**config.mk**
```make
export PLATFORM = sky130hd
export DESIGN_NAME = fft_loader
export DESIGN_NICKNAME = d
export VERILOG_FILES = /design/src/rtl/fft_loader.sv
export SDC_FILE = /design/constraint.sdc
export NUM_CORES = 1
export LEC_CHECK = 0
export CAP_MARGIN = 20
export CORE_ASPECT_RATIO = 0.5
export CORE_UTILIZATION = 39
export CTS_BUF_LIST = sky130_fd_sc_hd__clkbuf_4 sky130_fd_sc_hd__clkbuf_8
export CTS_CLUSTER_DIAMETER = 120
export DETAILED_ROUTE_END_ITERATION = 7
export GPL_TIMING_DRIVEN = 0
export PLACE_DENSITY = 0.82
export SLEW_MARGIN = 20
export SYNTH_ARGS = -nofsm -noshare
export SYNTH_HDL_FRONTEND = slang
export SYNTH_SLANG_ARGS = --single-unit
export TNS_END_PERCENT = 50
```
**constraint.sdc**
```tcl
create_clock -name clk -period 2.2 [get_ports clk]
set_input_delay 0.44 -clock clk [delete_from_list [all_inputs] [get_ports clk]]
set_output_delay 0.44 -clock clk [all_outputs]
set_load 0.005 [all_outputs]
```
**src/rtl/fft_loader.sv**
```systemverilog
// Front end of the 64-point FFT: writes incoming samples at bit-reversed RAM
// addresses, then runs the core through clear/start/run/drain for each frame.
module fft_loader #(
    parameter int DRAIN_CYCLES = 64
) (
    input  logic        clk,
    input  logic        reset,
    input  logic        sample_valid,
    input  logic [15:0] sample,
    output logic        sample_ready,
    output logic        fft_reset,
    output logic        load,
    output logic [5:0]  load_address,
    output logic [31:0] data_in,
    output logic        start,
    input  logic        fft_done,
    output logic        spectrum_valid,
    output logic        dropped
);

    localparam int            DW         = (DRAIN_CYCLES > 1) ? $clog2(DRAIN_CYCLES) : 1;
    localparam logic [DW-1:0] DRAIN_LAST = DW'(DRAIN_CYCLES - 1);

    typedef enum logic [2:0] {
        CLEAR,
        FILL,
        START,
        RUN,
        DRAIN
    } state_t;

    state_t        state_q, state_d;
    logic [5:0]    cnt_q, cnt_d;
    logic [DW-1:0] drain_q, drain_d;
    logic          dropped_q, dropped_d;
    logic          accept;

    always_ff @(posedge clk) begin
        if (reset) begin
            state_q   <= CLEAR;
            cnt_q     <= '0;
            drain_q   <= '0;
            dropped_q <= 1'b0;
        end else begin
            state_q   <= state_d;
            cnt_q     <= cnt_d;
            drain_q   <= drain_d;
            dropped_q <= dropped_d;
        end
    end

    // NOTE: every signal written here gets a default first so no path leaves it unassigned (no latches).
    always_comb begin
        state_d        = state_q;
        cnt_d          = cnt_q;
        drain_d        = drain_q;
        sample_ready   = (state_q == FILL);
        fft_reset      = (state_q == CLEAR);
        start          = (state_q == START);
        spectrum_valid = (state_q == DRAIN);
        dropped        = dropped_q;
        accept         = sample_valid && sample_ready;
        dropped_d      = dropped_q | (sample_valid & ~sample_ready);
        load           = accept;
        load_address   = '0;
        data_in        = '0;

        // The RAM write happens on the accepting edge, so address and data are combinational.
        if (accept) begin
            for (int i = 0; i < 6; i++) begin
                load_address[i] = cnt_q[5-i];
            end
            data_in = {sample, 16'h0000};
        end

        case (state_q)
            CLEAR: begin
                state_d = FILL;
                cnt_d   = '0;
            end
            FILL: begin
                if (accept) begin
                    cnt_d = cnt_q + 6'd1;
                    if (cnt_q == 6'd63) begin
                        state_d = START;
                    end
                end
            end
            START: state_d = RUN;
            RUN: begin
                if (fft_done) begin
                    state_d = DRAIN;
                    drain_d = '0;
                end
            end
            DRAIN: begin
                drain_d = drain_q + DW'(1);
                if (drain_q == DRAIN_LAST) begin
                    state_d = CLEAR;
                end
            end
            default: state_d = CLEAR;
        endcase
    end

endmodule

```
==> results.yml, run 1 <==
timing:
  slew_viol_final: 0
  finClkSkew_ns: 0.004939
  finalCritPeriodShare_pct: 99.65
  hold_violations: 0
  rsz0062_at_grt: "yes"
  fmax_mhz: 456.1
  finalSetupViolations: 0
  period_needed_ns: 2.192
  tns_ns: 0
  fin_hold_ws_ns: 0.4668
clocking:
  cts_tree: "built"
  cts_made_buffers: 3
  clk_pin_slew_ns: 0.07
  clockBufferDepth: 2
  cts_sinks: 16
  clk_latency_ns: 0.25
  htreeDepth: 1
  cts_hold_buf: 0
  root_buffer: "clkbuf_8"
finish:
  layout.cells.non_filler: 243
  filler_cell_count: 211
  nets: 229
  mostFrequentLayoutCells: "26 x clkdlybuf4s50_1, 20 x and2_1, 19 x buf_4"
  drive_above_1_share_pct: 17.48
  area_growth_pct: 67.71
  layout_commonest_cell: "clkdlybuf4s50_1"
  multi_input_area_um2: 671.9
  seqCellArea_um2: 321.6
  n_antenna_cell: 0
synthesis:
  synthArstFlopShare_pct: 0
  synth_cell_type_count: 36
  syn_area_um2: 1081
  syn_inst: 139
  yosys_warnings: 0
  synth_ff_type: "dfxtp_1"
  synth_area_per_cell_um2: 7.777
  synth-seq-area-share_pct: 29.63
  yosys_register_bits: 16
  synth-edff-count: 0
routing:
  wl_per_cell_um: 11.58
  via_per_inst: 4.786
  dr_wl_met3_um: 154
  drt_iter0_markers: 73
  antenna_left: 0
  routed_wirelength_mm: 2.815
  drcViolationCount: 0
  firstDrtPassIters: 4
  drt-met1-wl_mm: 1.270
  dr.max_layer_used: "met4"
  route.vias.total: 1163
  met2WireLength_mm: 1.372
power_and_ir_drop:
  finalPower_uw: 758.5
  power_density_nw_per_um2: 418.4
  p_int_uw: 577.2
  swShare_pct: 23.90
  comb_power_share_pct: 25.9
  vdd_drop_max_mv: 0.3528
  pwr-share-seq_pct: 39.9
  p_clk_share_pct: 34.2
  power_leakage_uw: 0.0009874
  switching_power_uw: 181.3
placed_design:
  port_buffers: 47
  dp.cells: 238
  gp_congestion: 0.7879
  hpwl_mm: 2.079
worst_hold_path:
  hold_end: "dropped"
  hp-class: "flop to flop"
  hold_depth: 1
  hold_path.startpoint: "dropped"
setup_path:
  crit_type: "flop to output port"
  r2r_cells: 4
  crit_path_start_kind: "flop"
  cp-end-kind: "output port"
  critPathMaxFanout: 10
  critPathRequiredTime_ns: 1.76
  reg2reg_from: "state_q[0]"
  reg2reg_to: "drain_q[5]"
  arrival_ns: 1.75
  r2r_slack_ns: 0.55
floorplan:
  die_w_um: 76.46
  boundaryPins: 64
  die-area_um2: 2999
  rows: 13
  core_area_um2: 2619
  fp.dieH_um: 39.23
  start_util_pct: 41.28
run:
  cap_viol_max_count: 0
grt:
  grt_remaining_overflow: 0
  grt_start_max_net_pins: 11
  grt_antenna_before_repair: 0
  grt_pass1_vias: 940
  grt_usage_pct: 17.45
  grt_pass1_wl_mm: 4.071
status:
  status: "finished clean"
-- sequential cells by signal, summed over array words and instances, names as in the netlist --
register and flops:
cnt_q 6, state_q 3, drain_q 6, dropped 1
-- worst max-delay path, stage by stage, from the launching register on --
cell and delay [ns]:
dfxtp_1 0.31, buf_6 0.14, or3b_4 0.45, clkinv_4 0.10
clkdlybuf4s50_1 0.50
-- how the worst max path moves through the flow --
stage | from | endpoint | slack [ns] | cells past startpoint
3_3_place_gp | sample_valid | data_in[27] | -0.58 | 6
6_report | state_q[0] | spectrum_valid | 0.008 | 4
2_1_floorplan | state_q[1] | data_in[18] | 0.51 | 5
4_1_cts | state_q[0] | spectrum_valid | -0.1 | 4
5_1_grt | state_q[0] | spectrum_valid | -0.03 | 4
3_5_place_dp | sample_valid | data_in[26] | -0.63 | 6
-- metrics by stage --
stage          utilization [%]  setup slack [ns]  instance area, um2
6_report                 69.23          0.007626                1813
5_1_grt                  69.23          -0.03293                1813
4_1_cts                  66.99          -0.09690                1754
3_5_place_dp             63.16           -0.6349                1654
3_3_place_gp             63.16           -0.5787                1654
2_1_floorplan                -            0.5052                1137
-- synth_stat cells, drive strengths merged (2+ instances only) --
library cell	count	area (um2)
nand2	9	33.78
or3	3	18.77
ha	2	25.02
mux2i	3	30.03
nand2b	3	18.77
or4	3	22.52
buf	17	131.4
dfxtp	16	320.3
clkbuf	6	23.77
a21oi	9	45.04
nor4	2	12.51
nand4b	2	17.52
nand3	12	60.06
and3	3	18.77
nor2	3	11.26
o21ai	4	20.02
nor3b	2	15.01
and2	20	125.1
nor2b	2	12.51
inv	4	15.01
-- logic make-up (layout without fill, tap and decap cells) --
logic type                 count (synthesis)  after routing  synth area share, %
muxes                                      4              4                3.819
buffers and inverters                     28             80                16.09
AOI/OAI and AO/OA                         19             19                10.42
DFF                                       16             16                29.63
adders and majority gates                  2              2                2.314
other                                      1             16               0.3469
and+or+nand+nor                           69             69                37.38
-- layer usage --
layer  track usage, %  vias up
met5                0        -
met4            2.885        0
met3            2.824        2
met2            33.33       40
met1            21.69      536
li1                 -      585
-- cell type report --
class / instances / share of cell area [%]
clock buffers: 4 / 3.037
multi-input cells: 110 / 37.06
flip-flops and latches: 16 / 17.74
repair buffers: 50 / 28.50
well taps: 37 / 2.553
plain buffers: 21 / 9.662
inverters: 5 / 1.449
-- power groups by stage --
| stage | Combinational [uW] | Sequential (uW) | Clock (uW) |
|---|---|---|---|
| final | 196 | 303 | 260 |
| after detailed placement | 179 | 308 | 0 |
| after global routing | 214 | 303 | 275 |
| after global placement | 177 | 308 | 0 |
| after floorplan | 89.3 | 307 | 0 |
| after CTS | 190 | 302 | 265 |
-- repair_timing --
action	4_1_cts	5_1_grt
cloned	0	0
pin swaps	1	0
endpoints found under the setup margin	25	19
hold endpoints to repair	0	0
resized for setup	22	20
buffers inserted	2	1
No activity file was read; power rests on OpenSTA's default activity.
==> inputs of run 2 (changes only) <==
==> constraint.sdc (replaced) <==
create_clock -name clk -period 2.3 [get_ports clk]
set_input_delay 0.46 -clock clk [delete_from_list [all_inputs] [get_ports clk]]
set_output_delay 0.46 -clock clk [all_outputs]
set_load 0.005 [all_outputs]
==> results.yml, run 2 (synthesis gave the netlist of run 1 again) <==
status:
  status: "finished clean"
timing:
  fmax_mhz: 438.0
  period_needed_ns: 2.283
  finClkSkew_ns: 0.006125
  finalCritPeriodShare_pct: 99.26
  hold_violations: 0
  worst_pin_slew_ns: 0.5019
  slew_headroom_pct: 66.54
  slew_viol_final: 0
  finalSetupViolations: 0
  rsz0062_at_grt: "yes"
  setup_slack_ns: 0.01703
power_and_ir_drop:
  p_int_uw: 552.7
  p_clk_share_pct: 34.4
  power_density_nw_per_um2: 399.5
  swShare_pct: 24.06
  pwr-share-seq_pct: 39.8
  switching_power_uw: 175.1
  comb_power_share_pct: 25.9
  power_leakage_uw: 0.0009829
  vdd_drop_max_mv: 0.3390
  finalPower_uw: 727.8
grt:
  grt_antenna_before_repair: 0
  grt_pass1_wl_mm: 4.084
  grt_remaining_overflow: 0
  grt_pass1_vias: 940
  grt_start_max_net_pins: 11
  grt_usage_pct: 17.50
setup_path:
  path_cells: "clkdlybuf4s15_1, nand4bb_4, inv_4, clkbuf_8, and2_1, clkdlybuf4s50_1"
  r2r_cells: 5
  crit_family: "buffers and inverters"
  crit_buf_inv: 4
  critPathRequiredTime_ns: 1.84
  setup.worst_path.end: "data_in[24]"
  path_depth: 6
  critical_path.max_stage_delay_ns: 0.50
  crit_type: "input port to output port"
  cpMaxStageDelayCell: "clkdlybuf4s50_1"
  critPathMaxFanout: 10
  crit_start: "sample_valid"
  r2r_slack_ns: 0.56
  crit_path_start_kind: "input port"
  arrival_ns: 1.82
  cp-end-kind: "output port"
  reg2reg_to: "drain_q[5]"
  reg2reg_from: "state_q[0]"
clocking:
  clockBufferDepth: 2
  cts_hold_buf: 0
  clk_latency_ns: 0.25
  cts_sinks: 16
  root_buffer: "clkbuf_8"
  cts_tree: "built"
  clk_pin_slew_ns: 0.06
  cts_made_buffers: 3
  htreeDepth: 1
routing:
  antenna_left: 0
  firstDrtPassIters: 5
  via_per_inst: 4.705
  routed_wirelength_mm: 2.840
  route.vias.total: 1148
  drcViolationCount: 0
  wl_per_cell_um: 11.64
  drt_iter0_markers: 59
finish:
  n_antenna_cell: 0
  mostFrequentLayoutCells: "30 x clkdlybuf4s50_1, 20 x and2_1, 20 x buf_4"
  area_growth_pct: 68.52
  drive_above_1_share_pct: 16.91
  filler_cell_count: 201
  largest_registers: "cnt_q (6), drain_q (6), state_q (3)"
  stdcell_area_um2: 1822
  layout_commonest_cell: "clkdlybuf4s50_1"
  nets: 230
floorplan:
  die_w_um: 76.46
  rows: 13
  die-area_um2: 2999
  boundaryPins: 64
  fp.dieH_um: 39.23
  core_area_um2: 2619
  start_util_pct: 41.28
placed_design:
  port_buffers: 47
  gp_congestion: 0.7879
  hpwl_mm: 2.079
  dpl_worst_slack_ns: -0.5749
  placed_area_um2: 1654
run:
  cap_viol_max_count: 0
worst_hold_path:
  hp-class: "flop to flop"
## run 2: cell types whose count changed in the layout (fill, tap and decap cells not counted), sizes merged
cell / before / now
buf: 22 / 23
clkdlybuf4s50: 26 / 30
dlygate4sd2: 7 / 2
dlymetal6s2s: 13 / 14
## run 2: worst min-delay path by stage
stage	cells past startpoint	endpoint	start	slack [ns]
5_1_grt	1	dropped	dropped	0.48
6_report	1	dropped	dropped	0.47
4_1_cts	1	dropped	dropped	0.47
3_5_place_dp	1	dropped	dropped	0.46
3_3_place_gp	1	dropped	dropped	0.44
2_1_floorplan	2	drain_q[3]	drain_q[3]	0.46
## run 2: power groups by stage
stage                     sequential (uW)  combinational, uW  clock (uW)
final                                 289                188         250
after global routing                  290                204         263
after floorplan                       294               85.5           0
after detailed placement              295                172           0
after global placement                294                169           0
after CTS                             289                185         254
## run 2: layout make-up
class	instances	area, um2	area share (%)
inverters	5	26.28	1.442
flip-flops and latches	16	321.6	17.65
multi-input cells	110	664.4	36.47
well taps	37	46.29	2.541
repair buffers	50	525.5	28.85
plain buffers	22	182.7	10.03
clock buffers	4	55.05	3.022
## run 2: per-layer routing
metal / share of wire, % / vias up / GRT usage, %
met5: 0 / - / 0
met4: 0.63 / 0 / 2.885
met1: 45 / 519 / 21.82
met2: 48 / 38 / 33.33
li1: - / 589 / -
met3: 5.4 / 2 / 2.824
## run 2: timing repair
action                     CTS  global route
pin swaps                    1             0
setup endpoints to repair   25            20
resized for setup           18            20
buffers inserted             2             1
## run 2: per-stage QoR
stage / hold slack, ns / instances / util, % / TNS, ns
global route: 0.4773 / 244 / 69.57 / -0.04960
global placement: 0.4444 / 238 / 63.16 / -10.24
CTS: 0.4726 / 243 / 67.51 / 0
detailed placement: 0.4574 / 238 / 63.16 / -11.12
finish: 0.4667 / 244 / 69.57 / 0
floorplan: 0.4583 / 154 / - / 0
## run 2: worst register-to-register path, cell delays in order (launching register included)
cell and delay [ns]:
dfxtp_1 0.32, buf_6 0.14, or3b_1 0.37, buf_4 0.17
or4_1 0.51, a21oi_1 0.16
==> inputs of run 3 (changes only) <==
--- a/config.mk
+++ b/config.mk
@@ -11,7 +11,6 @@
 export CTS_BUF_LIST = sky130_fd_sc_hd__clkbuf_4 sky130_fd_sc_hd__clkbuf_8
 export CTS_CLUSTER_DIAMETER = 120
 export DETAILED_ROUTE_END_ITERATION = 7
-export GPL_TIMING_DRIVEN = 0
 export PLACE_DENSITY = 0.82
 export SLEW_MARGIN = 20
 export SYNTH_ARGS = -nofsm -noshare
==> results.yml, run 3 (synthesis gave the netlist of run 1 again) <==
timing:
  fin_hold_ws_ns: 0.4685
  fmax_mhz: 450.4
  finClkSkew_ns: 0.001881
  finalCritPeriodShare_pct: 96.53
  period_needed_ns: 2.220
  finalSetupViolations: 0
  tns_ns: 0
  hold_violations: 0
  rsz0062_at_grt: "no"
  slew_viol_final: 0
worst_hold_path:
  hold_end: "dropped"
  hp-class: "flop to flop"
  hold_path.startpoint: "dropped"
  hold_depth: 1
finish:
  largest_registers: "cnt_q (6), drain_q (6), state_q (3)"
  nets: 210
  mostFrequentLayoutCells: "25 x clkdlybuf4s50_1, 22 x dlygate4sd2_1, 20 x and2_1"
  filler_cell_count: 247
  n_antenna_cell: 0
  drive_above_1_share_pct: 8.021
  area_growth_pct: 46.87
  layout_commonest_cell: "clkdlybuf4s50_1"
power_and_ir_drop:
  power_leakage_uw: 0.0007158
  vdd_drop_max_mv: 0.3466
  power_density_nw_per_um2: 431.2
setup_path:
  crit_family: "buffers and inverters"
  reg2reg_to: "drain_q[5]"
  r2r_slack_ns: 0.63
  path_cells: "or3b_1, clkinv_1, clkdlybuf4s50_1"
  crit_path_start_kind: "flop"
  critPathMaxFanout: 10
  reg2reg_from: "state_q[0]"
  cpMaxStageDelayCell: "or3b_1"
  critPathRequiredTime_ns: 1.84
  r2r_cells: 3
  cp-end-kind: "output port"
  crit_buf_inv: 2
  critical_path.max_stage_delay_ns: 0.53
  crit_type: "flop to output port"
  arrival_ns: 1.76
routing:
  wl_per_cell_um: 12.02
  firstDrtPassIters: 4
  routed_wirelength_mm: 2.693
  route.vias.total: 1121
  via_per_inst: 5.004
  drcViolationCount: 0
  antenna_left: 0
  drt_iter0_markers: 50
placed_design:
  gp_congestion: 0.8289
  port_buffers: 47
  hpwl_mm: 2.003
floorplan:
  core_area_um2: 2619
  boundaryPins: 64
  rows: 13
  die-area_um2: 2999
  die_w_um: 76.46
  fp.dieH_um: 39.23
  start_util_pct: 41.28
clocking:
  cts_sinks: 16
  root_buffer: "clkbuf_8"
  cts_made_buffers: 3
  clk_latency_ns: 0.25
  cts_tree: "built"
  post-cts-setup-buffers: 0
  clockBufferDepth: 2
  clk_pin_slew_ns: 0.06
  htreeDepth: 1
  cts_hold_buf: 0
grt:
  grt_usage_pct: 17.59
  grt_start_max_net_pins: 26
  busiest_layer: "met2"
  met3_usage_pct: 4.235
  grt_pass1_vias: 930
  use_met2_pct: 34.01
  grt_pass1_wl_mm: 4.029
  grt_antenna_before_repair: 0
  grt_remaining_overflow: 0
  grt_use_met1_pct: 19.42
status:
  status: "finished clean"
run:
  cap_viol_max_count: 0
[run 3: changes by cell type in the layout (fill, tap and decap cells not counted), sizes merged]
cell / before / now
dlymetal6s2s: 14 / 0
clkdlybuf4s50: 30 / 25
clkbuf: 6 / 4
clkdlybuf4s15: 1 / 0
buf: 23 / 5
dlygate4sd2: 2 / 22
[run 3: per-stage QoR]
step	worst slack [ns]	utilization (%)	std cells	total power, uW	area (um2)
final	0.07989	60.63	224	684.6	1588
after global routing	0.006001	60.63	224	721.6	1588
after CTS	0.03578	60.20	224	686.7	1577
after detailed placement	-0.1505	59.15	220	449.8	1549
after global placement	-0.1229	59.15	220	447.1	1549
after floorplan	0.5852	-	154	379.2	1137
[run 3: worst max-delay path by stage]
stage | from | end | slack [ns] | depth (start not counted)
after floorplan | state_q[1] | data_in[18] | 0.59 | 5
after global placement | sample_valid | data_in[22] | -0.12 | 6
after detailed placement | sample_valid | data_in[30] | -0.15 | 6
after CTS | state_q[0] | load_address[0] | 0.04 | 3
after global routing | state_q[1] | spectrum_valid | 0.006 | 3
final | state_q[0] | spectrum_valid | 0.08 | 3
[run 3: per-layer routing]
| metal | wire, um | part of all wire (%) | vias up |
|---|---|---|---|
| met1 | 1133 | 42 | 524 |
| met2 | 1383 | 51 | 50 |
| li1 | - | - | 541 |
| met4 | 54 | 2.0 | 0 |
| met5 | 0 | 0 | - |
| met3 | 121 | 4.5 | 6 |
[run 3: what timing repair did]
item	4_1_cts	5_1_grt
endpoints found under the hold margin	0	0
gates resized for setup	23	3
endpoints found under the setup margin	21	3
[run 3: power by group]
| group | switching (uW) | leakage, uW | internal [uW] | total [uW] |
|---|---|---|---|---|
| Combinational | 57.6 | 0.000557 | 85.5 | 143 |
| Clock | 95.0 | 0.0000288 | 152 | 247 |
| Sequential | 10.8 | 0.000130 | 284 | 295 |
| Total | 163 | 0.000716 | 521 | 685 |
[run 3: area by class of cell]
class                   count  area (um2)  area share [%]
clock buffers               4       55.05           3.467
inverters                   5       18.77           1.182
multi-input cells         110       653.1           41.13
flip-flops and latches     16       321.6           20.25
well taps                  37       46.29           2.916
repair buffers             52       493.0           31.05
